$ cat src/rtl/disp_arbiter.sv
// Display arbiter: grants the shared 4-digit 7-seg display to one of four
// requesters by fixed priority (index 0 highest). A granted pair is shown for
// HOLD ce ticks, after which the display falls back to the default pair.
//
// state | meaning
// IDLE  | no owner, display tracks def0/def1, any request is granted
// SHOW  | owner's latched pair on display, hold timer running on ce
module disp_arbiter #(
    parameter int W    = 16,
    parameter int HOLD = 400
) (
    input  logic        clk,
    input  logic        rst_n,
    input  logic        ce,
    input  logic [7:0]  def0,
    input  logic [7:0]  def1,
    input  logic [3:0]  req,
    input  logic [31:0] val0,
    input  logic [31:0] val1,
    output logic [3:0]  ack,
    output logic [7:0]  bin_out0,
    output logic [7:0]  bin_out1,
    output logic [1:0]  owner,
    output logic        busy
);

    typedef enum logic {IDLE, SHOW} state_t;

    localparam logic [W-1:0] HOLD_LAST = W'(HOLD - 1);

    state_t         state_q, state_d;
    logic [W-1:0]   cnt_q, cnt_d;
    logic [3:0]     ack_q, ack_d;
    logic [7:0]     bin0_q, bin0_d;
    logic [7:0]     bin1_q, bin1_d;
    logic [1:0]     owner_q, owner_d;
    logic           busy_q, busy_d;

    logic [3:0]     req_eff;
    logic           cand_vld;
    logic [1:0]     cand_idx;
    logic [4:0]     cand_lsb;
    logic           do_grant;

    // Mask a request during its own ack cycle so a requester that drops req
    // after seeing ack is not granted a second time.
    assign req_eff = req & ~ack_q;

    // Fixed-priority pick: lowest requesting index wins.
    always_comb begin
        cand_vld = 1'b1;
        cand_idx = 2'd0;
        if (req_eff[0]) begin
            cand_idx = 2'd0;
        end else if (req_eff[1]) begin
            cand_idx = 2'd1;
        end else if (req_eff[2]) begin
            cand_idx = 2'd2;
        end else if (req_eff[3]) begin
            cand_idx = 2'd3;
        end else begin
            cand_vld = 1'b0;
        end
    end

    assign cand_lsb = {cand_idx, 3'b000};

    // In SHOW only an equal-or-higher priority candidate may take over
    // (retrigger or preemption); lower priority waits for expiry.
    assign do_grant = cand_vld && ((state_q == IDLE) || (cand_idx <= owner_q));

    // Next-state and registered-output logic.
    always_comb begin
        state_d = state_q;
        cnt_d   = cnt_q;
        ack_d   = 4'b0000;
        bin0_d  = bin0_q;
        bin1_d  = bin1_q;
        owner_d = owner_q;
        busy_d  = busy_q;

        if (do_grant) begin
            state_d = SHOW;
            cnt_d   = '0;
            ack_d   = 4'b0001 << cand_idx;
            bin0_d  = val0[cand_lsb +: 8];
            bin1_d  = val1[cand_lsb +: 8];
            owner_d = cand_idx;
            busy_d  = 1'b1;
        end else begin
            case (state_q)
                IDLE: begin
                    bin0_d = def0;
                    bin1_d = def1;
                end
                SHOW: begin
                    if (ce) begin
                        if (cnt_q == HOLD_LAST) begin
                            state_d = IDLE;
                            cnt_d   = '0;
                            busy_d  = 1'b0;
                            bin0_d  = def0;
                            bin1_d  = def1;
                        end else begin
                            cnt_d = cnt_q + 1'b1;
                        end
                    end
                end
                default: begin
                    state_d = IDLE;
                end
            endcase
        end
    end

    // State and output registers with synchronous active-low reset.
    always_ff @(posedge clk) begin
        if (!rst_n) begin
            state_q <= IDLE;
            cnt_q   <= '0;
            ack_q   <= 4'b0000;
            bin0_q  <= 8'h00;
            bin1_q  <= 8'h00;
            owner_q <= 2'd0;
            busy_q  <= 1'b0;
        end else begin
            state_q <= state_d;
            cnt_q   <= cnt_d;
            ack_q   <= ack_d;
            bin0_q  <= bin0_d;
            bin1_q  <= bin1_d;
            owner_q <= owner_d;
            busy_q  <= busy_d;
        end
    end

    assign ack      = ack_q;
    assign bin_out0 = bin0_q;
    assign bin_out1 = bin1_q;
    assign owner    = owner_q;
    assign busy     = busy_q;

endmodule

$ cat config.mk
export PLATFORM = sky130hd
export DESIGN_NAME = disp_arbiter
export DESIGN_NICKNAME = d
export VERILOG_FILES = /design/src/rtl/disp_arbiter.sv
export SDC_FILE = /design/constraint.sdc
export NUM_CORES = 1
export LEC_CHECK = 0
export ABC_AREA = 1
export CAP_MARGIN = 0
export CORE_MARGIN = 10
export CORE_UTILIZATION = 44
export DETAILED_ROUTE_END_ITERATION = 7
export PLACE_DENSITY = 0.81
export RECOVER_POWER = 50
export SYNTH_ARGS = -nofsm -noshare
export SYNTH_HDL_FRONTEND = slang
export SYNTH_SLANG_ARGS = --single-unit
export TNS_END_PERCENT = 20
$ cat constraint.sdc
create_clock -name clk -period 3 [get_ports clk]
set_clock_uncertainty 0.05 [all_clocks]
set_input_delay 0.6 -clock clk [delete_from_list [all_inputs] [get_ports clk]]
set_output_delay 0.6 -clock clk [all_outputs]
set_load 0.05 [all_outputs]
== Yosys cells after proc, flatten, opt, wreduce, memory -nomap -nowiden ==
Index checks and enable logic that the tools add are counted.

* Memories kept: 0
* ROM bits: 0
* Bits in latches: 0
* Register bits after elaboration: 40
* RAM bits: 0
* Output and inout bits: 23

* Div/mod/pow operators: 0
* Reduce and logical (&&, ||, !) cells: 10
* Bitwise logic cells: 4
* $lt $le $gt $ge: 1
* $mul: 0
* Add/sub/neg operators: 1
* Shift-type cells: 3
* Multiplexer cells: 25
* Equality and inequality tests: 3

{| class="wikitable"
|+ Operators by type and width
! kind !! number
|-
| $shiftx A32 B6 Y8 || 2
|-
| $mux W8 || 6
|-
| $pmux W8 S2 || 2
|-
| $add A16 B1 Y16 const B || 1
|-
| $eq A16 B9 Y1 const B || 1
|-
| $mux W16 || 1
|-
| $mux W1 || 12
|-
| $mux W2 || 4
|-
| $reduce_and A2 Y1 || 3
|-
| $reduce_bool A2 Y1 || 3
|-
| $and A4 B4 Y4 || 1
|-
| $not A4 Y4 || 1
|-
| $shl A1 B2 Y4 const A || 1
|-
| $ne A3 B1 Y1 const B || 1
|-
| $ne A3 B2 Y1 const B || 1
|-
| $reduce_and A3 Y1 || 1
|-
| $le A2 B2 Y1 || 1
|-
| $not A1 Y1 || 2
|-
| $reduce_or A2 Y1 || 1
|-
| $logic_and A1 B1 Y1 || 1
|-
| $logic_or A1 B1 Y1 || 1
|}

== Logic depth before layout (Yosys ltp) ==
* Word-level depth: 11
* Depth in mapped cells: 18
* Mapped depth without buffers: 16

== Worst setup path after synthesis ==
OpenSTA, ideal clock, no wires.

* Kind: register to register
* Start point: register ack_q[2] (netlist: ack[2])
* End point: register bin1_q[3] (netlist: bin_out1[3])
* Cell stages (with the launch flop): 19
* Setup slack: 471 ps
* Library setup time: 110 ps
* Data arrival time: 2369 ps
* Clock period less this slack: 2529 ps
* Cells stage by stage: dfxtp_1 -> inv_1 -> nand2_1 -> nand2_1 -> nand2_2 -> nand2_2 -> buf_2 -> ha_1 -> inv_1 -> nand2_1 -> a21boi_0 -> nand2_2 -> nand2_4 -> inv_4 -> buf_6 -> nand2_1 -> nand3_1 -> nand2_1 -> inv_1

* Word-level cells in the longest chain between the ends: 10

{| class="wikitable"
|+ RTL lines
! item !! line !! text
|-
| from (decl) || 33 || <nowiki>logic [3:0] ack_q, ack_d;</nowiki>
|-
| from (signal assigned) || 129 || <nowiki>ack_q <= ack_d;</nowiki>
|-
| $not A4 Y4 (*) || 47 || <nowiki>assign req_eff = req & ~ack_q;</nowiki>
|-
| $and A4 B4 Y4 (*) || 47 ||
|-
| branches (longest 8 deep; another with $shiftx A32 B6 Y8) || -- ||
|-
| to (signal assigned) || 131 || <nowiki>bin1_q <= bin1_d;</nowiki>
|-
| to (decl) || 35 || <nowiki>logic [7:0] bin1_q, bin1_d;</nowiki>
|}

Every way passes the cells marked *.
A chain may end at the register's enable or synchronous reset.

== Worst setup path after layout ==
* Start point: input port req[3]
* End point: register bin1_q[6] (netlist: bin_out1[6])

* Word-level cells in the longest chain between the ends: 10

{| class="wikitable"
|+ RTL lines
! item !! line !! text
|-
| from (decl) || 17 || <nowiki>input logic [3:0] req,</nowiki>
|-
| $and A4 B4 Y4 (*) || 47 ||
|-
| branches (longest 9 deep; another with $shiftx A32 B6 Y8) || -- ||
|}

Marked as above.

==> results.json <==
{
  "status": "completed",
  "rows": 28,
  "nNetsFinal": 633,
  "antenna_cells": 0,
  "synthAdderAreaFrac": 0.009001,
  "finalInstanceArea_um2": 3944,
  "critical_path_arrival_ps": 2810,
  "setup_violations": 0,
  "crit_path_top_delay_cell": "dlygate4sd3_1",
  "hold_viol_final": 0,
  "die_x_um": 99.49,
  "final.fill_count": 565,
  "drtIter0Drc": 140,
  "dieArea_um2": 9898,
  "timing.fmax_mhz": 382.6,
  "coreArea_um2": 6026,
  "synthSimpleGateAreaFrac": 0.4604,
  "slew_headroom": 0.6337,
  "drc": 0,
  "synthTopCellsByArea": "dfxtp_1 29%, nand3_1 18%, nand2_1 14%",
  "h-tree-depth": 2,
  "period_share": 0.8713,
  "synthToLayoutAreaGrowth_pct": 41.85,
  "grt_overflow_total": 0,
  "wl_per_cell_um": 14.30,
  "cp_cell_sequence": "dlygate4sd3_1 > inv_1 > nor2_1 > nand2_1 > nand2_1 > nand2_1 > ha_1 > inv_1 > nand2_1 > a21boi_0 > nand2_2 > nand2_4 > buf_4 > nand3_1 > nand3_1 > nand2_1 > inv_1",
  "critPathMostFrequentCell": "nand2_1",
  "crit_fanout": 16,
  "synth_largest_area_cell": "dfxtp_1",
  "startpoint_type": "input port",
  "path_buf_inv": 5,
  "initial_core_util": 0.4614,
  "power.leakage_nw": 1.891,
  "pin_count": 110,
  "postCtsHoldBufs": 0,
  "cts_buffers": 5,
  "cp-end-kind": "flip-flop",
  "drv_cap": 0,
  "grt_pass1_wl_um": 14710,
  "rsz0062_at_grt": "false",
  "tightest_slew_ps": 547.6,
  "worstSkewPairLatency_ps": 300,
  "postRouteAntennaNets": 0,
  "tns_ps": 0,
  "drive_gt1_frac": 0.08272,
  "synth_warnings": 0,
  "synthCells": 441,
  "gp_congestion": 0.8695,
  "p_per_area_nw_per_um2": 436.3,
  "max_stage_delay_ps": 520,
  "r2r-start": "ack[2]",
  "r2r_cells": 16,
  "yosysSeqAreaShare": 0.2880,
  "holdCritPathClass": "reg -> reg",
  "synth_compound_area_frac": 0.07021,
  "post_cts_resized": 0,
  "cp_top_family": "buffers and inverters",
  "fin_crit_ps": 2614,
  "die_h_um": 99.49,
  "via_count": 3117,
  "synth_xor_xnor_area_share": 0.009451,
  "cts_root_buf": "clkbuf_8",
  "via_per_inst": 5.036,
  "io_buffers": 109,
  "synth_top_family_by_area": "simple AND/OR/NAND/NOR gates",
  "cts_tree": "built",
  "synth.avg_cell_area_um2": 6.304,
  "crit_start": "req[3]",
  "drv_slew": 0,
  "drtPass1Iterations": 5,
  "netlist_area_um2": 2780,
  "cts_sinks": 40,
  "post-cts-setup-buffer-count": 0,
  "combinationalPowerShare": 0.448,
  "min_path_cells": 2,
  "clk_pin_slew_worst_paths_ps": 70,
  "path_class": "in -> reg",
  "grt_pass1_vias": 3024,
  "grt_max_degree": 34,
  "antenna_found_initial": 0,
  "p_sw_frac": 0.4043,
  "routed_wl_um": 8850,
  "post_synth_mux_area_share": 0,
  "ys_types": 36,
  "hpwlAfterDp_um": 7273,
  "cts_buffer_depth": 2,
  "grt_usage": 0.1804,
  "synthesis.nets": 530,
  "synth_top_area_frac": 0.2880,
  "power.internal_mw": 1.025,
  "postPlaceCellArea_um2": 3874,
  "critical_path_required_ps": 3200,
  "hp-start": "busy",
  "power_frac_seq": 0.355,
  "power_switching_mw": 0.6958,
  "peakVddDrop_uv": 358.0,
  "pwr-share-clk": 0.196,
  "cp_num_cells": 17,
  "synth-seq-cells": 40
}
[layout by cell type, fill, tap and decap left out, types with 6 or more instances in the layout]
| cell type | instances |
|---|---|
| a21oi_1 | 15 |
| buf_4 | 6 |
| clkdlybuf4s50_1 | 85 |
| dfxtp_1 | 40 |
| dlygate4sd3_1 | 24 |
| inv_1 | 76 |
| nand2_1 | 107 |
| nand3_1 | 100 |
| nor2_1 | 20 |
| nor3_1 | 6 |
| o21ai_0 | 6 |
[power by group through the flow]
| stage | registers [mW] | logic [mW] | clock network [mW] |
|---|---|---|---|
| global route | 0.617 | 0.849 | 0.369 |
| detailed placement | 0.624 | 0.793 | 0 |
| finish | 0.612 | 0.771 | 0.338 |
| global placement | 0.625 | 0.784 | 0 |
| floorplan | 0.788 | 0.355 | 0 |
| CTS | 0.614 | 0.795 | 0.343 |
[registers in the layout (all words and copies together), names as in the netlist]
register  cells
cnt_q        16
bin_out1      8
state_q       1
owner         2
bin_out0      8
ack           4
busy          1
[layer usage]
metal / up-vias / part of all wire / track usage
met2: 121 / 0.49 / 0.3041
met3: 13 / 0.089 / 0.07336
met4: 0 / 0.022 / 0.05733
met1: 1386 / 0.39 / 0.2024
met5: - / 0 / 0
li1: 1597 / - / -
[logic make-up after synthesis]
| logic type | count (synthesis) |
|---|---|
| flops | 40 |
| xor+xnor | 3 |
| simple gates | 262 |
| fa+ha+maj | 2 |
| buf+inv | 102 |
| compound gates | 32 |
[layout make-up]
| class | count | area (um2) | share of cell area |
|---|---|---|---|
| well taps | 75 | 93.84 | 0.02379 |
| flip-flops and latches | 40 | 800.8 | 0.2030 |
| multi-input cells | 299 | 1519 | 0.3852 |
| clock inverters | 1 | 5.005 | 0.001269 |
| clock buffers | 6 | 72.57 | 0.01840 |
| inverters | 83 | 316.6 | 0.08027 |
| repair buffers | 115 | 1136 | 0.2881 |
[through the flow]
step / power (mW) / setup slack [ps] / hold WS [ps] / util / instances
floorplan: 1.142 / 471.5 / 406.7 / - / 441
detailed placement: 1.417 / 162.3 / 424.1 / 0.6429 / 612
CTS: 1.752 / 465.8 / 434.2 / 0.6557 / 619
global route: 1.836 / 179.8 / 461.9 / 0.6545 / 619
finish: 1.721 / 386.0 / 429.4 / 0.6545 / 619
global placement: 1.409 / 224.9 / 422.9 / 0.6429 / 612
[Yosys cell counts (all sizes together)]
| master | number |
|---|---|
| nand4 | 4 |
| ha | 2 |
| xnor2 | 1 |
| a21boi | 1 |
| nor3 | 10 |
| inv | 83 |
| dfxtp | 40 |
| nor2 | 25 |
| a21oi | 15 |
| xor2 | 2 |
| and3 | 1 |
| nand3 | 101 |
| o21bai | 1 |
| nor3b | 3 |
| nor4 | 1 |
| buf | 17 |
| a31o | 1 |
| nand2 | 117 |
| clkbuf | 2 |
| o21ai | 12 |
| a211oi | 2 |
[worst min-delay path, cell delays in order, from the launching register on]
cell and delay (ps):
dfxtp_1 320, nand2_1 60, a21oi_1 50
[final timing paths]
check / to / slack (ps)
hold reg to reg: busy / 430
setup / recovery: bin_out1[6] / 390
setup reg to reg: bin_out1[6] / 860
hold / removal: busy / 430
No activity file was read; power rests on OpenSTA's default activity.
